<file path="config.mk">
export PLATFORM = sky130hd
export DESIGN_NAME = veri_io_port
export DESIGN_NICKNAME = d
export VERILOG_FILES = /design/src/rtl/veri_io_pkg.sv /design/src/rtl/io_fifo.sv /design/src/rtl/veri_io_port.sv
export SDC_FILE = /design/constraint.sdc
export NUM_CORES = 1
export LEC_CHECK = 0
export CAP_MARGIN = 10
export CORE_UTILIZATION = 40
export CTS_CLUSTER_DIAMETER = 200
export CTS_CLUSTER_SIZE = 30
export DETAILED_ROUTE_END_ITERATION = 6
export PLACE_DENSITY = 0.64
export SKIP_LAST_GASP = 1
export SLEW_MARGIN = 20
export SYNTH_ARGS = -nofsm -noshare
export SYNTH_HDL_FRONTEND = slang
export SYNTH_HIERARCHICAL = 1
export SYNTH_SLANG_ARGS = --single-unit
</file>
<file path="constraint.sdc">
create_clock -name clk -period 2.9 [get_ports clk]
set_input_delay 0.58 -clock clk [delete_from_list [all_inputs] [get_ports clk]]
set_output_delay 0.58 -clock clk [all_outputs]
set_load 0.01 [all_outputs]
</file>
<file path="src/rtl/veri_io_pkg.sv">
// Shared word offsets and status-bit positions for the VERI_RISC I/O responder.
package veri_io_pkg;

    localparam int unsigned OFS_DATA   = 0;
    localparam int unsigned OFS_STATUS = 1;

    localparam int unsigned ST_TX_FULL  = 0;
    localparam int unsigned ST_TX_EMPTY = 1;
    localparam int unsigned ST_RX_FULL  = 2;
    localparam int unsigned ST_OVF      = 3;

endpackage

</file>
<file path="src/rtl/io_fifo.sv">
// Synchronous FIFO; a push into a full FIFO is accepted only if a pop happens in the same cycle.
module io_fifo #(
    parameter int unsigned WIDTH = 8,
    parameter int unsigned DEPTH = 4
) (
    input  logic             clk,
    input  logic             rst,
    input  logic             push,
    input  logic             pop,
    input  logic [WIDTH-1:0] wdata,
    output logic [WIDTH-1:0] rdata,
    output logic             full,
    output logic             empty,
    output logic             overflow
);

    localparam int unsigned AW = $clog2(DEPTH);

    logic [WIDTH-1:0] mem_q [DEPTH];
    logic [AW-1:0]    wptr_q, rptr_q;
    logic [AW:0]      count_q;
    logic             do_push, do_pop;

    assign full     = (count_q == (AW+1)'(DEPTH));
    assign empty    = (count_q == '0);
    assign do_pop   = pop & ~empty;
    assign do_push  = push & (~full | do_pop);
    assign overflow = push & full & ~do_pop;
    // Head is masked while empty so the stream data reads 0 when idle.
    assign rdata    = empty ? '0 : mem_q[rptr_q];

    always_ff @(posedge clk) begin
        if (do_push) begin
            mem_q[wptr_q] <= wdata;
        end
    end

    always_ff @(posedge clk) begin
        if (rst) begin
            wptr_q  <= '0;
            rptr_q  <= '0;
            count_q <= '0;
        end else begin
            if (do_push) begin
                wptr_q <= wptr_q + 1'b1;
            end
            if (do_pop) begin
                rptr_q <= rptr_q + 1'b1;
            end
            unique case ({do_push, do_pop})
                2'b10:   count_q <= count_q + 1'b1;
                2'b01:   count_q <= count_q - 1'b1;
                default: count_q <= count_q;
            endcase
        end
    end

endmodule

</file>
<file path="src/rtl/veri_io_port.sv">
// Memory-mapped I/O responder: DATA word feeds a TX FIFO / reads the RX byte, STATUS word flags.
// Optional RX path is built only when VERI_IO_RX_EN is defined.
module veri_io_port
    import veri_io_pkg::*;
#(
    parameter int unsigned          AWIDTH    = 5,
    parameter int unsigned          DWIDTH    = 8,
    parameter logic [AWIDTH-1:0]    BASE_ADDR = 5'h1E,
    parameter int unsigned          TX_DEPTH  = 4
) (
    input  logic              clk,
    input  logic              rst,
    input  logic [AWIDTH-1:0] addr,
    input  logic              rd,
    input  logic              wr,
    input  logic [DWIDTH-1:0] data_in,
    output logic [DWIDTH-1:0] data_out,
    output logic              data_oe,
    output logic              sel_io,
    output logic [DWIDTH-1:0] tx_data,
    output logic              tx_valid,
    input  logic              tx_ready,
    input  logic [DWIDTH-1:0] rx_data,
    input  logic              rx_valid,
    output logic              rx_ready
);

    localparam logic [AWIDTH-1:0] DATA_ADDR   = BASE_ADDR + AWIDTH'(OFS_DATA);
    localparam logic [AWIDTH-1:0] STATUS_ADDR = BASE_ADDR + AWIDTH'(OFS_STATUS);

    logic              is_data, is_status;
    logic              wr_q, wr_edge;
    logic              push, pop, tx_full, tx_empty, fifo_ovf;
    logic              ovf_q;
    logic              rx_full;
    logic [DWIDTH-1:0] rx_hold;
    logic [DWIDTH-1:0] status;

    assign is_data   = (addr == DATA_ADDR);
    assign is_status = (addr == STATUS_ADDR);
    assign sel_io    = is_data | is_status;
    assign data_oe   = rd & sel_io & ~rst;

    assign wr_edge = wr & ~wr_q;
    assign push    = wr_edge & is_data;
    assign pop     = tx_valid & tx_ready;

    io_fifo #(
        .WIDTH (DWIDTH),
        .DEPTH (TX_DEPTH)
    ) u_tx_fifo (
        .clk      (clk),
        .rst      (rst),
        .push     (push),
        .pop      (pop),
        .wdata    (data_in),
        .rdata    (tx_data),
        .full     (tx_full),
        .empty    (tx_empty),
        .overflow (fifo_ovf)
    );

    assign tx_valid = ~tx_empty;

    // wr_q follows wr even in reset so a strobe held across reset release is not an edge.
    always_ff @(posedge clk) begin
        wr_q <= wr;
    end

    always_ff @(posedge clk) begin
        if (rst) begin
            ovf_q <= 1'b0;
        end else begin
            ovf_q <= fifo_ovf | (ovf_q & ~(wr_edge & is_status));
        end
    end

`ifdef VERI_IO_RX_EN
    logic              rx_full_q, rd_q, rx_release;
    logic [DWIDTH-1:0] rx_hold_q;

    // rd_q remembers a DATA read so its falling edge releases the held byte.
    assign rx_release = rd_q & ~rd;

    always_ff @(posedge clk) begin
        if (rst) begin
            rx_full_q <= 1'b0;
            rx_hold_q <= '0;
            rd_q      <= 1'b0;
        end else begin
            rd_q <= rd & is_data;
            if (rx_valid & ~rx_full_q) begin
                rx_hold_q <= rx_data;
                rx_full_q <= 1'b1;
            end else if (rx_release) begin
                rx_full_q <= 1'b0;
            end
        end
    end

    assign rx_full  = rx_full_q;
    assign rx_hold  = rx_hold_q;
    assign rx_ready = ~rx_full_q;
`else
    logic unused_rx;

    assign unused_rx = ^{rx_data, rx_valid};
    assign rx_full   = 1'b0;
    assign rx_hold   = '0;
    assign rx_ready  = 1'b0;
`endif

    always_comb begin
        status              = '0;
        status[ST_TX_FULL]  = tx_full;
        status[ST_TX_EMPTY] = tx_empty;
        status[ST_RX_FULL]  = rx_full;
        status[ST_OVF]      = ovf_q;
    end

    always_comb begin
        data_out = '0;
        if (data_oe) begin
            if (is_status) begin
                data_out = status;
            end else if (rx_full) begin
                data_out = rx_hold;
            end
        end
    end

endmodule
</file>
After elaboration in Yosys (flattened, before gate mapping)
Memory sizes are Yosys's and may differ from the RTL's. A register that Yosys moved wholly into a read port is not among the register bits.
Cells that the tools add are included.
- word-level logic and storage cells: 45
- output and inout bits: 20
- register bits after elaboration: 9
- memories kept: 1
- memory bits (writable): 32
- bits of input ports: 27
- memory list (memory ; words ; bits a word ; rd ports ; clocked after memory_dff ; wr ports ; RTL line ; source):
    u_tx_fifo.mem_q ; 4 ; 8 ; 1 ; 1 ; 1 ; io_fifo.sv:19 ; logic [WIDTH-1:0] mem_q [DEPTH];
- muxes and demuxes: 8
- $add $sub $neg: 4
- reduce and logical (&&, ||, !) cells: 2
- bitwise logic cells: 20
- equal/unequal tests: 5
- operator list (kind ; count):
    $and 1x1->1 ; 11
    $eq 5x5->1 const B ; 2
    $mux 4 ; 2
    $mux 8 ; 1
    $not 1->1 ; 6
    $pmux 3 s2 ; 1
    $add 2x1->2 const B ; 2
    $mux 2 ; 2
    $add 3x1->3 const B ; 1
    $eq 3x3->1 const B ; 1
    $logic_not 3->1 ; 1
    $or 1x1->1 ; 3
    $sub 3x1->3 const B ; 1
    $eq 2x1->1 const B ; 1
    $eq 2x2->1 const B ; 1
    $mux 1 ; 2
    $reduce_bool 2->1 ; 1

Longest topological paths before layout
Gate-level depths: netlist of the first run.
- depth after elaboration: 8
- gate-level depth with buffers: 11
- depth with buffers taken out: 10

By module
The synthesis of the first run kept the hierarchy.
- by module, submodules not included (module ; area each (um^2) ; cells an instance ; instances ; sequential area each (um^2)):
    io_fifo ; 1710.4 ; 106 ; 1 ; 1141.1
    veri_io_port ; 196.4 ; 25 ; 1 ; 40.0

Worst setup path before layout of the first run
Ideal clock, no wire load.
- path type: flip-flop to flip-flop
- start: register u_tx_fifo.count_q[1]
- end: register u_tx_fifo.count_q[2]
- slack: 0.452 ns
- arrival: 2.377 ns
- data required time: 2.830 ns
- library setup time: 0.070 ns
- stages on the path, launching flop included: 12
- buffers on the path: 1
- clock period less this slack: 2.448 ns
- path through: dfxtp_1 > nor3_1 > buf_2 > nor2b_1 > o21a_4 > inv_1 > ha_1 > inv_1 > fa_1 > xor2_1 > or3_2 > a21oi_1
- word-level cells in the longest chain between the ends: 8
- elaborated cells between the ends (all ways): 14
- classes of those cells: add/sub (2); eq/ne (3); mux (1); bitwise (6); reduce/logical (2)
- RTL lines (element ; RTL line ; source):
    from (decl) ; io_fifo.sv:21 ; logic [AW:0] count_q;
    from (signal assigned) ; io_fifo.sv:51 ; 2'b10: count_q <= count_q + 1'b1;
    from (signal assigned) ; io_fifo.sv:52 ; 2'b01: count_q <= count_q - 1'b1;
    from (signal assigned) ; io_fifo.sv:53 ; default: count_q <= count_q;
    $logic_not 3->1 * ; io_fifo.sv:25 ; assign empty = (count_q == '0);
    net tx_empty ; veri_io_port.sv:33 ; logic push, pop, tx_full, tx_empty, fifo_ovf;
    $not 1->1 * ; veri_io_port.sv:63 ; assign tx_valid = ~tx_empty;
    $and 1x1->1 * ; veri_io_port.sv:46 ; assign pop = tx_valid & tx_ready;
    net pop ; veri_io_port.sv:33 ;
    $and 1x1->1 * ; io_fifo.sv:26 ; assign do_pop = pop & ~empty;
    $or 1x1->1 ; io_fifo.sv:27 ; assign do_push = push & (~full | do_pop);
    $and 1x1->1 ; io_fifo.sv:27 ;
    $eq 2x1->1 / $eq 2x2->1 (equally long branches) ; io_fifo.sv:50 ; unique case ({do_push, do_pop})
    $pmux 3 s2 / $reduce_bool 2->1 (equally long branches) ; n/a ;
The timed path passes the listed nets; every way through them passes the cells marked *.
A chain may end at the register's enable or synchronous reset.

Final worst setup path of the first run
- start: input port addr[3]
- end: output port data_out[0]
- word-level cells in the longest chain between the ends: 5
- elaborated cells between the ends (all ways): 7
- classes of those cells: eq/ne (2); mux (2); bitwise (3)
- RTL lines (element ; RTL line ; source):
    from (decl) ; veri_io_port.sv:13 ; input logic [AWIDTH-1:0] addr,
    $eq 5x5->1 (on tied branches) ; veri_io_port.sv:39, veri_io_port.sv:40 ;
    $or 1x1->1 ; veri_io_port.sv:41 ; assign sel_io = is_data | is_status;
    $and 1x1->1 (2 in a row) ; veri_io_port.sv:42 ; assign data_oe = rd & sel_io & ~rst;
    $mux 4 * ; veri_io_port.sv:123 ; if (data_oe) begin
    to (decl) ; veri_io_port.sv:17 ; output logic [DWIDTH-1:0] data_out,
Every way passes the cells marked *; elsewhere a longest branch is shown, timed or not.

==> key figures, run 1 <==
Power
  • Leakage power total: around 0.84 nW
  • PwrDens: 483.2 nW/um^2
  • Worst vdd ir: approximately 0.00025 V

Worst setup path
  • Worst setup path class: input port to primary output
  • Critical path required time: 2320 ps
  • Startpoint Class: input port
  • Data arrival time at the worst-slack endpoint: 2170 ps
  • Largest stage delay on the critical path: 580 ps
  • Cell Chain, Critical Path: clkdlybuf4s50_1 > nand4_4 > buf_4 > nor3_1 > clkdlybuf4s50_1
  • Critical path's most frequent cell: sky130_fd_sc_hd__clkdlybuf4s50_1
  • Kind of end point of the critical path: primary output
  • Worst-path cell with the longest stage delay: sky130_fd_sc_hd__clkdlybuf4s50_1
  • Crit-path max FO: 5

Clocking
  • Clock insertion delay at the later pin of the skew report: 290 ps
  • TritonCTS clock tree: done
  • Clock transition at the registers of the reported paths: approximately 80 ps
  • Root buffer selected by CTS: sky130_fd_sc_hd__clkbuf_8
  • # resized after CTS: 0
  • Hold-fix buffers at CTS: 0
  • Sink count of the clock tree: 43
  • Clock Tree Buf Depth: 2
  • Post-CTS Repair Setup Buffers: 0
  • Clock buffer count from CTS: 5
  • Number of H-tree levels: 2

Floorplan
  • Chip height: 71.05 um
  • Floorplan row count: 24
  • Ports placed on the boundary: 47
  • Initial cell density of the core: 42.62%
  • Die extent in x: 71.05 um
  • Placeable core region: 4474 sq um
  • Die area: around 5000 sq um

Route
  • Iteration count of the initial detailed-routing pass: 7
  • Post-detailed-route DRC marker count: 2
  • Via count normalized by instance count: 4.811
  • Drt wl/cell: 14.13 um
  • DRT iter0 DRCs: 54
  • Total wire length: 3207 um
  • Count of vias placed by the detailed router: between 1000 and 1500
  • Post-route ant nets: 0

STA
  • Final Critical Period: 2745 ps
  • Fin. max-slew vios: 0
  • Final Skew: 6.930 ps
  • Maximum frequency from static timing analysis: approximately 0.36 GHz
  • Hold WS: 523.2 ps
  • Count of endpoints failing hold in the final timing report: 0
  • Setup repair after global routing missed its margin: false
  • Setup violators final: 0
  • Crit share post-route: 94.67%

Final layout
  • Summed area of non-filler cells in the final layout: ~2400 sq um
  • Fin util: 54.31%
  • Fin nets: 207
  • Signed area change from the synthesized netlist to the final layout: 27.43%
  • Fraction of final layout cells sized beyond drive strength 1: 20.57%
  • Antenna diode count: 0

Synth
  • Most numerous cell in the Yosys netlist: sky130_fd_sc_hd__edfxtp_1
  • Mapped Avg Cell Area: roughly 15 sq um
  • Share of flip-flops with an asynchronous set or reset: 0%
  • Fraction of synthesized cell area taken by the top area cell type: approximately half
  • Number of different library cells in the post-synthesis netlist: 31
  • Proportion of synthesized chip area in sequential cells: between 60% and 70%
  • Synth Register Bits: 43
  • Synth top cells by count: sky130_fd_sc_hd__edfxtp_1 (32), sky130_fd_sc_hd__dfxtp_1 (11), sky130_fd_sc_hd__inv_1 (10)
  • Gate count after technology mapping: 131
  • Cell taking the most area after synthesis: sky130_fd_sc_hd__edfxtp_1
  • Synth top area cells: sky130_fd_sc_hd__edfxtp_1 (50%), sky130_fd_sc_hd__dfxtp_1 (12%), sky130_fd_sc_hd__mux4_2 (9.4%), sky130_fd_sc_hd__ha_1 (3.3%), sky130_fd_sc_hd__nor2b_1 (3.0%)
  • Cell Area, Synth: about 1900 sq um
  • Number of enable flip-flop cells after synthesis: 32
  • Flip-flop cell with the highest count after synthesis: sky130_fd_sc_hd__edfxtp_1
  • Count of yosys warnings during synthesis: 6

Global routing
  • Total routing usage reported by global routing: 13.68%
  • Pin count of the biggest net entering global routing: 16
  • Antenna violations before repair: 0
  • Via count of the first global-routing pass: around 1100
  • Leftover overflow at the end of global routing: 0
  • Wire length of the first global-routing pass: 5064 um

Place
  • Number of input and output port buffers inserted: 31
  • Post-detailed-placement half-perimeter wirelength: 2346 um
  • Global placement routability congestion: 0.8047
  • Area post-placement: 2313 sq um

Run
  • Max cap viols: 0

Hold path
  • Classification of the worst-slack hold path: flip-flop to flip-flop

Status
  • Result of the run: finished, violations left
  • Failing checks: design-rule violations
## report_power, final
part           leakage [nW]  switching (mW)  internal (mW)
clock                0.0587           0.204          0.261
combinational         0.406          0.0201         0.0279
sequential            0.377        0.000870          0.660
total                 0.842           0.225          0.949
## logic make-up (layout without fill, tap and decap cells)
kind of cell               Yosys count  in the layout  synth area share [%]
DFF                                 43             43                 61.94
adders and majority gates            6              6                 4.331
other                                1              6                0.1967
and+or+nand+nor                     40             40                 13.25
AOI/OAI and AO/OA                    8              8                 2.887
buffers and inverters               20             59                 5.250
muxes                               10             10                 10.76
xor gates and xnor gates             3              3                 1.378
## flip-flops by register name, summed over array words and instances, names as in the netlist, named ones only
signal,cells
u_tx_fifo/wptr_q,2
u_tx_fifo/mem_q,32
wr_q,1
u_tx_fifo/count_q,3
u_tx_fifo/rptr_q,2
ovf_q,1
## worst max-delay path, delay by kind of cell
family / cells / cell delay, ps
buffers and inverters: 3 / 1250
AND/OR/NAND/NOR: 2 / 340
## metrics by stage
stage               worst slack, ps  power [mW]  std cells  TNS (ps)
finish                        154.6       1.174        227         0
floorplan                     452.5      0.6939        136         0
detailed placement           -66.39      0.7233        219    -66.39
global route                  86.01       1.217        227         0
global placement              27.08      0.7217        219         0
CTS                           148.8       1.183        227         0
## area by class of cell
class	instances	area, sq um
timing repair buffer	41	385.4
inverter	10	37.54
multi-input combinational	73	644.4
clock buffer	5	68.82
clock inverter	3	47.55
sequential	43	1181
tap	52	65.06
fill	365	2044
## final timing paths
check | end | cells past startpoint | slack [ps] | from
max reg2reg | u_tx_fifo/count_q[2] | 9 | 480 | u_tx_fifo/count_q[2]
max | data_out[0] | 5 | 150 | addr[3]
min | u_tx_fifo/count_q[2] | 2 | 520 | u_tx_fifo/count_q[2]
min reg2reg | u_tx_fifo/count_q[2] | 2 | 520 | u_tx_fifo/count_q[2]
## cells in the final DEF (no fill, tap or decap)
cell type	instances
sky130_fd_sc_hd__clkbuf_8	5
sky130_fd_sc_hd__clkinv_4	1
sky130_fd_sc_hd__or3_2	1
sky130_fd_sc_hd__nor4b_2	1
sky130_fd_sc_hd__edfxtp_1	32
sky130_fd_sc_hd__buf_4	10
sky130_fd_sc_hd__nand4_4	1
sky130_fd_sc_hd__o21a_4	1
sky130_fd_sc_hd__o31ai_1	1
sky130_fd_sc_hd__mux4_2	8
sky130_fd_sc_hd__inv_6	1
sky130_fd_sc_hd__nor3_1	4
sky130_fd_sc_hd__nor4bb_1	1
sky130_fd_sc_hd__a21oi_1	3
sky130_fd_sc_hd__dfxtp_1	11
sky130_fd_sc_hd__or3b_4	1
sky130_fd_sc_hd__clkdlybuf4s50_1	31
sky130_fd_sc_hd__nor2b_1	9
sky130_fd_sc_hd__nor2_1	9
sky130_fd_sc_hd__ha_1	5
sky130_fd_sc_hd__fa_1	1
sky130_fd_sc_hd__inv_1	10
sky130_fd_sc_hd__a211oi_1	1
sky130_fd_sc_hd__nor3b_1	1
sky130_fd_sc_hd__or3_1	1
sky130_fd_sc_hd__xor2_1	3
sky130_fd_sc_hd__and2_2	4
sky130_fd_sc_hd__nand2b_1	3
sky130_fd_sc_hd__conb_1	6
sky130_fd_sc_hd__nand2_1	4
sky130_fd_sc_hd__bufinv_16	1
sky130_fd_sc_hd__mux2_4	1
sky130_fd_sc_hd__mux2i_1	1
sky130_fd_sc_hd__o21ai_0	2
## per-layer routing
metal  wire [um]  track usage, %  up-vias
met1        1257           14.27      531
met3         108           4.558        2
met5           0               0        -
met4          17           5.556        0
met2        1824           25.21       19
li1            -               -      540
Power figures use the tool's default switching activity.
==> run 2: changes to the inputs <==
--- a/config.mk
+++ b/config.mk
@@ -10,6 +10,7 @@
 export CTS_CLUSTER_DIAMETER = 200
 export CTS_CLUSTER_SIZE = 30
 export DETAILED_ROUTE_END_ITERATION = 6
+export GPL_TIMING_DRIVEN = 0
 export PLACE_DENSITY = 0.64
 export SKIP_LAST_GASP = 1
 export SLEW_MARGIN = 20
==> run 2 against run 1 <==
The run still ends with design-rule violations left. Combinational power grew 13%. Critical path type is now input port to flip-flop. Sequential power is essentially flat. Cell count grew 1.3%. Register-to-register slack lost 190 ps. Sequential share of layout area shrank 0.30 points. Power shrank 0.24%. Cell area grew 0.62%. Via count grew 3.0%.
==> key figures, run 2 (synthesized netlist as in run 1, its figures left out) <==
Place
  • DP Cell Count: 219 (unchanged)
  • Number of input and output port buffers inserted: 31 (unchanged)
  • Post-detailed-placement half-perimeter wirelength: 2358 um (+0.51%)
  • Global placement routability congestion: 0.7874 (-2.1%)

STA
  • Crit share post-route: 94.13% (-0.54 points)
  • Count of endpoints failing hold in the final timing report: 0 (unchanged)
  • Maximum frequency from static timing analysis: 0.3663 GHz (+0.58%)
  • Final Critical Period: 2730 ps (-15.72 ps)
  • Setup violators final: 0 (unchanged)
  • Setup repair after global routing missed its margin: false
  • Hold WS: 513.0 ps (-10.20 ps)
  • Fin. max-slew vios: 0 (unchanged)
  • Final Skew: 4.211 ps (-2.720 ps)

Worst setup path
  • Gate family responsible for the most delay along the worst path: simple AND/OR/NAND/NOR gates
  • Data arrival time at the worst-slack endpoint: 2960 ps (+790 ps)
  • Crit-path max FO: 7 (+2)
  • Critical path's most frequent cell: sky130_fd_sc_hd__inv_1
  • Worst-path cell with the longest stage delay: sky130_fd_sc_hd__clkdlybuf4s50_1
  • Kind of end point of the critical path: flip-flop
  • Startpoint Class: input port
  • Worst setup path class: input port to flip-flop
  • Setup slack on the worst flop-to-flop path: 290 ps (-190 ps)
  • Critical path required time: 3130 ps (+810 ps)
  • Largest stage delay on the critical path: 500 ps (-80 ps)
  • Crit path buf inv count: 3 (unchanged)
  • Cell Chain, Critical Path: clkdlybuf4s50_1 > nand4_4 > nor4b_4 > o21a_4 > inv_1 > ha_1 > inv_1 > fa_1 > xor2_1 > or3_2 > a21oi_1

Clocking
  • Clock transition at the registers of the reported paths: 80 ps (about the same)
  • TritonCTS clock tree: done
  • Clock Tree Buf Depth: 2 (unchanged)
  • Clock buffer count from CTS: 5 (unchanged)
  • Root buffer selected by CTS: sky130_fd_sc_hd__clkbuf_8
  • Sink count of the clock tree: 43 (unchanged)
  • Hold-fix buffers at CTS: 0 (unchanged)
  • Clock insertion delay at the later pin of the skew report: 290 ps (about the same)
  • Number of H-tree levels: 2 (unchanged)

Floorplan
  • Floorplan row count: 24 (unchanged)
  • Chip height: 71.05 um (unchanged)
  • Ports placed on the boundary: 47 (unchanged)
  • Placeable core region: 4474 sq um (unchanged)
  • Die area: 5047 sq um (unchanged)
  • Initial cell density of the core: 42.62% (unchanged)
  • Die extent in x: 71.05 um (unchanged)

Final layout
  • Signed area change from the synthesized netlist to the final layout: 28.21%
  • Flip-flop count of the largest register, all copies and words added: 32 (unchanged)
  • Final Instance Count excl. Fillers: 230 (+1.3%)
  • Fraction of final layout cells sized beyond drive strength 1: 20.22% (-0.35 points)
  • Fin nets: 210 (+1.4%)
  • Most used cells in the layout excluding fill and tap cells: sky130_fd_sc_hd__edfxtp_1 (32), sky130_fd_sc_hd__clkdlybuf4s50_1 (31), sky130_fd_sc_hd__dfxtp_1 (11)
  • Biggest regs: u_tx_fifo/mem_q x32, u_tx_fifo/count_q x3
  • Antenna diode count: 0 (unchanged)
  • Most common library cell in the layout ignoring fill and taps: sky130_fd_sc_hd__edfxtp_1
  • Register bank with the most flops: u_tx_fifo/mem_q

Status
  • Result of the run: finished, violations left
  • Failing checks: design-rule violations

Hold path
  • Classification of the worst-slack hold path: flip-flop to flip-flop

Power
  • Worst vdd ir: 0.0002433 V (-1.2%)
  • PwrDens: 479.1 nW/um^2 (-0.85%)
  • Leakage power total: 0.8489 nW (+0.87%)

Global routing
  • Busiest metal layer after global routing: met2
  • Via count of the first global-routing pass: 1154 (+2.3%)
  • Wire length of the first global-routing pass: 5375 um (+6.1%)
  • Leftover overflow at the end of global routing: 0 (unchanged)
  • Pin count of the biggest net entering global routing: 15 (-1)
  • Global-route met1 utilization: 16.71% (+2.4 points)
  • Fraction of met2 tracks used by global routing: 25.64% (+0.43 points)
  • Antenna violations before repair: 0 (unchanged)
  • Total routing usage reported by global routing: 14.57% (+0.89 points)
  • GR Util met3: 4.986% (+0.43 points)

Route
  • Count of vias placed by the detailed router: 1125 (+3.0%)
  • DRT iter0 DRCs: 73 (+35%)
  • Post-detailed-route DRC marker count: 1 (-1)
  • Iteration count of the initial detailed-routing pass: 7 (unchanged)
  • Post-route ant nets: 0 (unchanged)
  • Total wire length: 3314 um (+3.3%)
  • Via count normalized by instance count: 4.891 (+1.7%)
  • Drt wl/cell: 14.41 um (+2.0%)

Run
  • Max cap viols: 0 (unchanged)
[run 2: cell types whose count changed in the layout (fill, tap and decap cells not counted), sizes merged]
cell      before  now
buf           10   11
inv           11   10
clkinvlp       0    1
clkbuf         5    8
clkinv         1    0
[run 2: per-layer routing]
metal / vias up / share of wire (%) / wire length [um]
li1: 548 / - / -
met1: 556 / 43 / 1413
met4: 0 / 0.81 / 27
met2: 16 / 53 / 1771
met5: - / 0 / 0
met3: 5 / 3.0 / 101
[run 2: per-stage QoR]
| step | power [mW] | cell area, sq um | util (%) | setup TNS [ps] | setup WS (ps) |
|---|---|---|---|---|---|
| floorplan | 0.6939 | 1926 | - | 0 | 452.5 |
| global placement | 0.7262 | 2301 | 51.43 | -76.42 | -76.42 |
| detailed placement | 0.7278 | 2301 | 51.43 | -185.8 | -175.7 |
| CTS | 1.180 | 2411 | 53.89 | 0 | 101.2 |
| global route | 1.213 | 2445 | 54.64 | 0 | 2.747 |
| finish | 1.171 | 2445 | 54.64 | 0 | 170.3 |
[run 2: path summary, 6_finish.rpt]
check                  startpoint                   end  cells past startpoint
max                       addr[3]  u_tx_fifo/count_q[2]                     11
min           u_tx_fifo/rptr_q[1]   u_tx_fifo/rptr_q[1]                      2
max reg2reg  u_tx_fifo/count_q[0]  u_tx_fifo/count_q[2]                     11
min reg2reg   u_tx_fifo/rptr_q[1]   u_tx_fifo/rptr_q[1]                      2
[run 2: timing repair]
action                                  4_1_cts  5_1_grt
hold endpoints to repair                      0        0
endpoints found under the setup margin        0        1
gates resized for setup                       0        3
setup buffers                                 0        3
[run 2: cell type report]
type	instances	area [sq um]
flip-flops and latches	43	1181
repair buffers	34	332.8
inverters	10	37.54
clock inverters	2	37.54
well taps	52	65.06
plain buffers	10	65.06
clock buffers	6	72.57
multi-input cells	73	653.1
fillers	387	2029
[run 2: power by group]
group	leakage (nW)	total [mW]	switching [mW]	internal, mW
logic	0.421	0.0541	0.0215	0.0325
clock network	0.0514	0.456	0.199	0.257
registers	0.377	0.661	0.00106	0.660
total	0.849	1.17	0.222	0.949
[run 2: worst min-delay path, delay by kind of cell (launching register included)]
kind / cells / cell delay [ps]
flip-flops: 1 / 320
AO/OA/AOI/OAI: 2 / 140
==> run 3: changes to the inputs <==
--- a/config.mk
+++ b/config.mk
@@ -11,7 +11,7 @@
 export CTS_CLUSTER_SIZE = 30
 export DETAILED_ROUTE_END_ITERATION = 6
 export GPL_TIMING_DRIVEN = 0
-export PLACE_DENSITY = 0.64
+export PLACE_DENSITY = 0.63
 export SKIP_LAST_GASP = 1
 export SLEW_MARGIN = 20
 export SYNTH_ARGS = -nofsm -noshare
==> run 3 against run 2 <==
The flow still finishes with violations (design-rule violations). Routed wire length down 0.15%. Cell area shrank 0.92%. Setup slack improved by 12 ps. Combinational power about the same. Worst hold slack worse by 10 ps. Sequential power about the same. Clock-buffer cell count is the same. Largest power group unchanged.
==> key figures, run 3 (synthesized netlist as in run 1, its figures left out) <==
Status
  • Result of the run: finished, violations left
  • Failing checks: design-rule violations

Place
  • Post-detailed-placement half-perimeter wirelength: 2404 um (+2.0%)
  • Global placement routability congestion: 0.8006 (+1.7%)
  • DP Cell Count: 219 (unchanged)
  • Number of input and output port buffers inserted: 31 (unchanged)
  • Worst slack at placement: -129.4 ps (+46.35 ps)

Worst setup path
  • Crit-path max FO: 12 (+5)
  • Critical path required time: 3120 ps (about the same)
  • Data arrival time at the worst-slack endpoint: 2940 ps (-20 ps)
  • Startpoint Class: flip-flop
  • Kind of end point of the critical path: flip-flop
  • Worst setup path class: flip-flop to flip-flop

Final layout
  • Fill count: 382 (-1.3%)
  • Fraction of final layout cells sized beyond drive strength 1: 18.86% (-1.4 points)
  • Final Instance Count excl. Fillers: 227 (-1.3%)
  • Biggest regs: u_tx_fifo/mem_q x32, u_tx_fifo/count_q x3
  • Antenna diode count: 0 (unchanged)
  • Fin util: 54.14% (-0.50 points)
  • Fin nets: 207 (-1.4%)
  • Register bank with the most flops: u_tx_fifo/mem_q
  • Most used cells in the layout excluding fill and tap cells: sky130_fd_sc_hd__edfxtp_1 (32), sky130_fd_sc_hd__clkdlybuf4s50_1 (31), sky130_fd_sc_hd__dfxtp_1 (11)
  • Most common library cell in the layout ignoring fill and taps: sky130_fd_sc_hd__edfxtp_1
  • Flip-flop count of the largest register, all copies and words added: 32 (unchanged)
  • Signed area change from the synthesized netlist to the final layout: 27.03%

Run
  • Max cap viols: 0 (unchanged)

Clocking
  • Hold-fix buffers at CTS: 0 (unchanged)
  • Clock buffer count from CTS: 5 (unchanged)
  • Root buffer selected by CTS: sky130_fd_sc_hd__clkbuf_8
  • Clock transition at the registers of the reported paths: 70 ps (about the same)
  • Sink count of the clock tree: 43 (unchanged)
  • Number of H-tree levels: 2 (unchanged)
  • Clock insertion delay at the later pin of the skew report: 290 ps (about the same)
  • Clock Tree Buf Depth: 2 (unchanged)
  • TritonCTS clock tree: done

Floorplan
  • Die extent in x: 71.05 um (unchanged)
  • Placeable core region: 4474 sq um (unchanged)
  • Floorplan row count: 24 (unchanged)
  • Chip height: 71.05 um (unchanged)
  • Die area: 5047 sq um (unchanged)
  • Initial cell density of the core: 42.62% (unchanged)
  • Ports placed on the boundary: 47 (unchanged)

STA
  • Setup violators final: 0 (unchanged)
  • Final Skew: 9.625 ps (+5.414 ps)
  • Fin. max-slew vios: 0 (unchanged)
  • Max-Slew Margin vs Limit: 65.06%
  • Hold WS: 502.5 ps (-10.45 ps)
  • Crit share post-route: 93.70% (-0.43 points)
  • Maximum frequency from static timing analysis: 0.3680 GHz (+0.46%)
  • Final Critical Period: 2717 ps (-12.49 ps)
  • Slew at the pin closest to its max-slew limit: 524.1 ps
  • Count of endpoints failing hold in the final timing report: 0 (unchanged)
  • Final worst-path setup slack: 182.8 ps (+12.49 ps)
  • Setup repair after global routing missed its margin: false

Global routing
  • Total routing usage reported by global routing: 15.06% (+0.49 points)
  • Busiest metal layer after global routing: met2
  • Via count of the first global-routing pass: 1204 (+4.3%)
  • Fraction of met2 tracks used by global routing: 26.28% (+0.64 points)
  • GR Util met3: 3.561% (-1.4 points)
  • Leftover overflow at the end of global routing: 0 (unchanged)
  • Global-route met1 utilization: 17.37% (+0.66 points)
  • Pin count of the biggest net entering global routing: 15 (unchanged)
  • Wire length of the first global-routing pass: 5637 um (+4.9%)
  • Antenna violations before repair: 0 (unchanged)

Power
  • Leakage power total: 0.8366 nW (-1.5%)
  • Worst vdd ir: 0.0003153 V (+30%)
  • Design Power: 1.166 mW (-0.42%)
  • PwrDens: 481.5 nW/um^2 (+0.51%)

Route
  • Post-detailed-route DRC marker count: 2 (+1)
  • Post-route ant nets: 0 (unchanged)
  • Iteration count of the initial detailed-routing pass: 7 (unchanged)
  • DRT iter0 DRCs: 81 (+11%)
  • Drt wl/cell: 14.58 um (+1.2%)
  • Count of vias placed by the detailed router: 1092 (-2.9%)
  • Via count normalized by instance count: 4.811 (-1.7%)
  • Total wire length: 3309 um (-0.15%)

Hold path
  • Classification of the worst-slack hold path: flip-flop to flip-flop
==> run 3: cell types whose count changed in the layout (fill, tap and decap cells not counted), sizes merged <==
cell and delta:
clkbuf +1, buf -4
==> run 3: area by class of cell <==
cell class / count / area (sq um) / share of cell area [%]
multi-input cells: 73 / 653.1 / 26.96
clock buffers: 6 / 72.57 / 2.996
clock inverters: 2 / 37.54 / 1.550
plain buffers: 10 / 65.06 / 2.686
inverters: 10 / 37.54 / 1.550
well taps: 52 / 65.06 / 2.686
repair buffers: 31 / 310.3 / 12.81
flip-flops and latches: 43 / 1181 / 48.76
==> run 3: path summary, 6_finish.rpt <==
kind	start	endpoint	slack [ps]	depth (start not counted)
hold / removal	u_tx_fifo/rptr_q[1]	flip-flop	500	2
setup reg to reg	u_tx_fifo/count_q[0]	u_tx_fifo/count_q[2]	180	11
setup / recovery	u_tx_fifo/count_q[0]	u_tx_fifo/count_q[2]	180	11
hold reg to reg	u_tx_fifo/rptr_q[1]	flip-flop	500	2
==> run 3: what timing repair did <==
| action | CTS | global route |
|---|---|---|
| setup buffers | 0 | 0 |
| gates resized for setup | 0 | 2 |
| setup endpoints to repair | 0 | 1 |
==> run 3: per-layer routing <==
layer / up-vias / wire length, um
met3: 9 / 110
met4: 0 / 99
met1: 518 / 1342
met5: - / 0
met2: 27 / 1757
li1: 538 / -
==> run 3: per-stage QoR <==
step	setup TNS (ps)	instance area, sq um
after floorplan	0	1926
after global placement	-79.05	2301
after detailed placement	-129.4	2301
after CTS	0	2411
after global routing	0	2422
final	0	2422
==> run 3: worst max-delay path, cell delays in order, from the launching register on <==
cell and delay [ps]:
sky130_fd_sc_hd__dfxtp_1 360, sky130_fd_sc_hd__nor3_1 240, sky130_fd_sc_hd__clkbuf_4 280, sky130_fd_sc_hd__nor2b_1 120
sky130_fd_sc_hd__o21a_4 260, sky130_fd_sc_hd__inv_1 60, sky130_fd_sc_hd__ha_1 180, sky130_fd_sc_hd__inv_1 60
sky130_fd_sc_hd__fa_1 370, sky130_fd_sc_hd__xor2_1 160, sky130_fd_sc_hd__or3_2 410, sky130_fd_sc_hd__a21oi_1 150
==> run 3: power by group <==
part	total, mW	internal, mW	leakage, nW	switching (mW)
clock network	0.451	0.257	0.0514	0.194
logic	0.0539	0.0321	0.409	0.0218
registers	0.661	0.660	0.377	0.00117
total	1.17	0.949	0.837	0.217
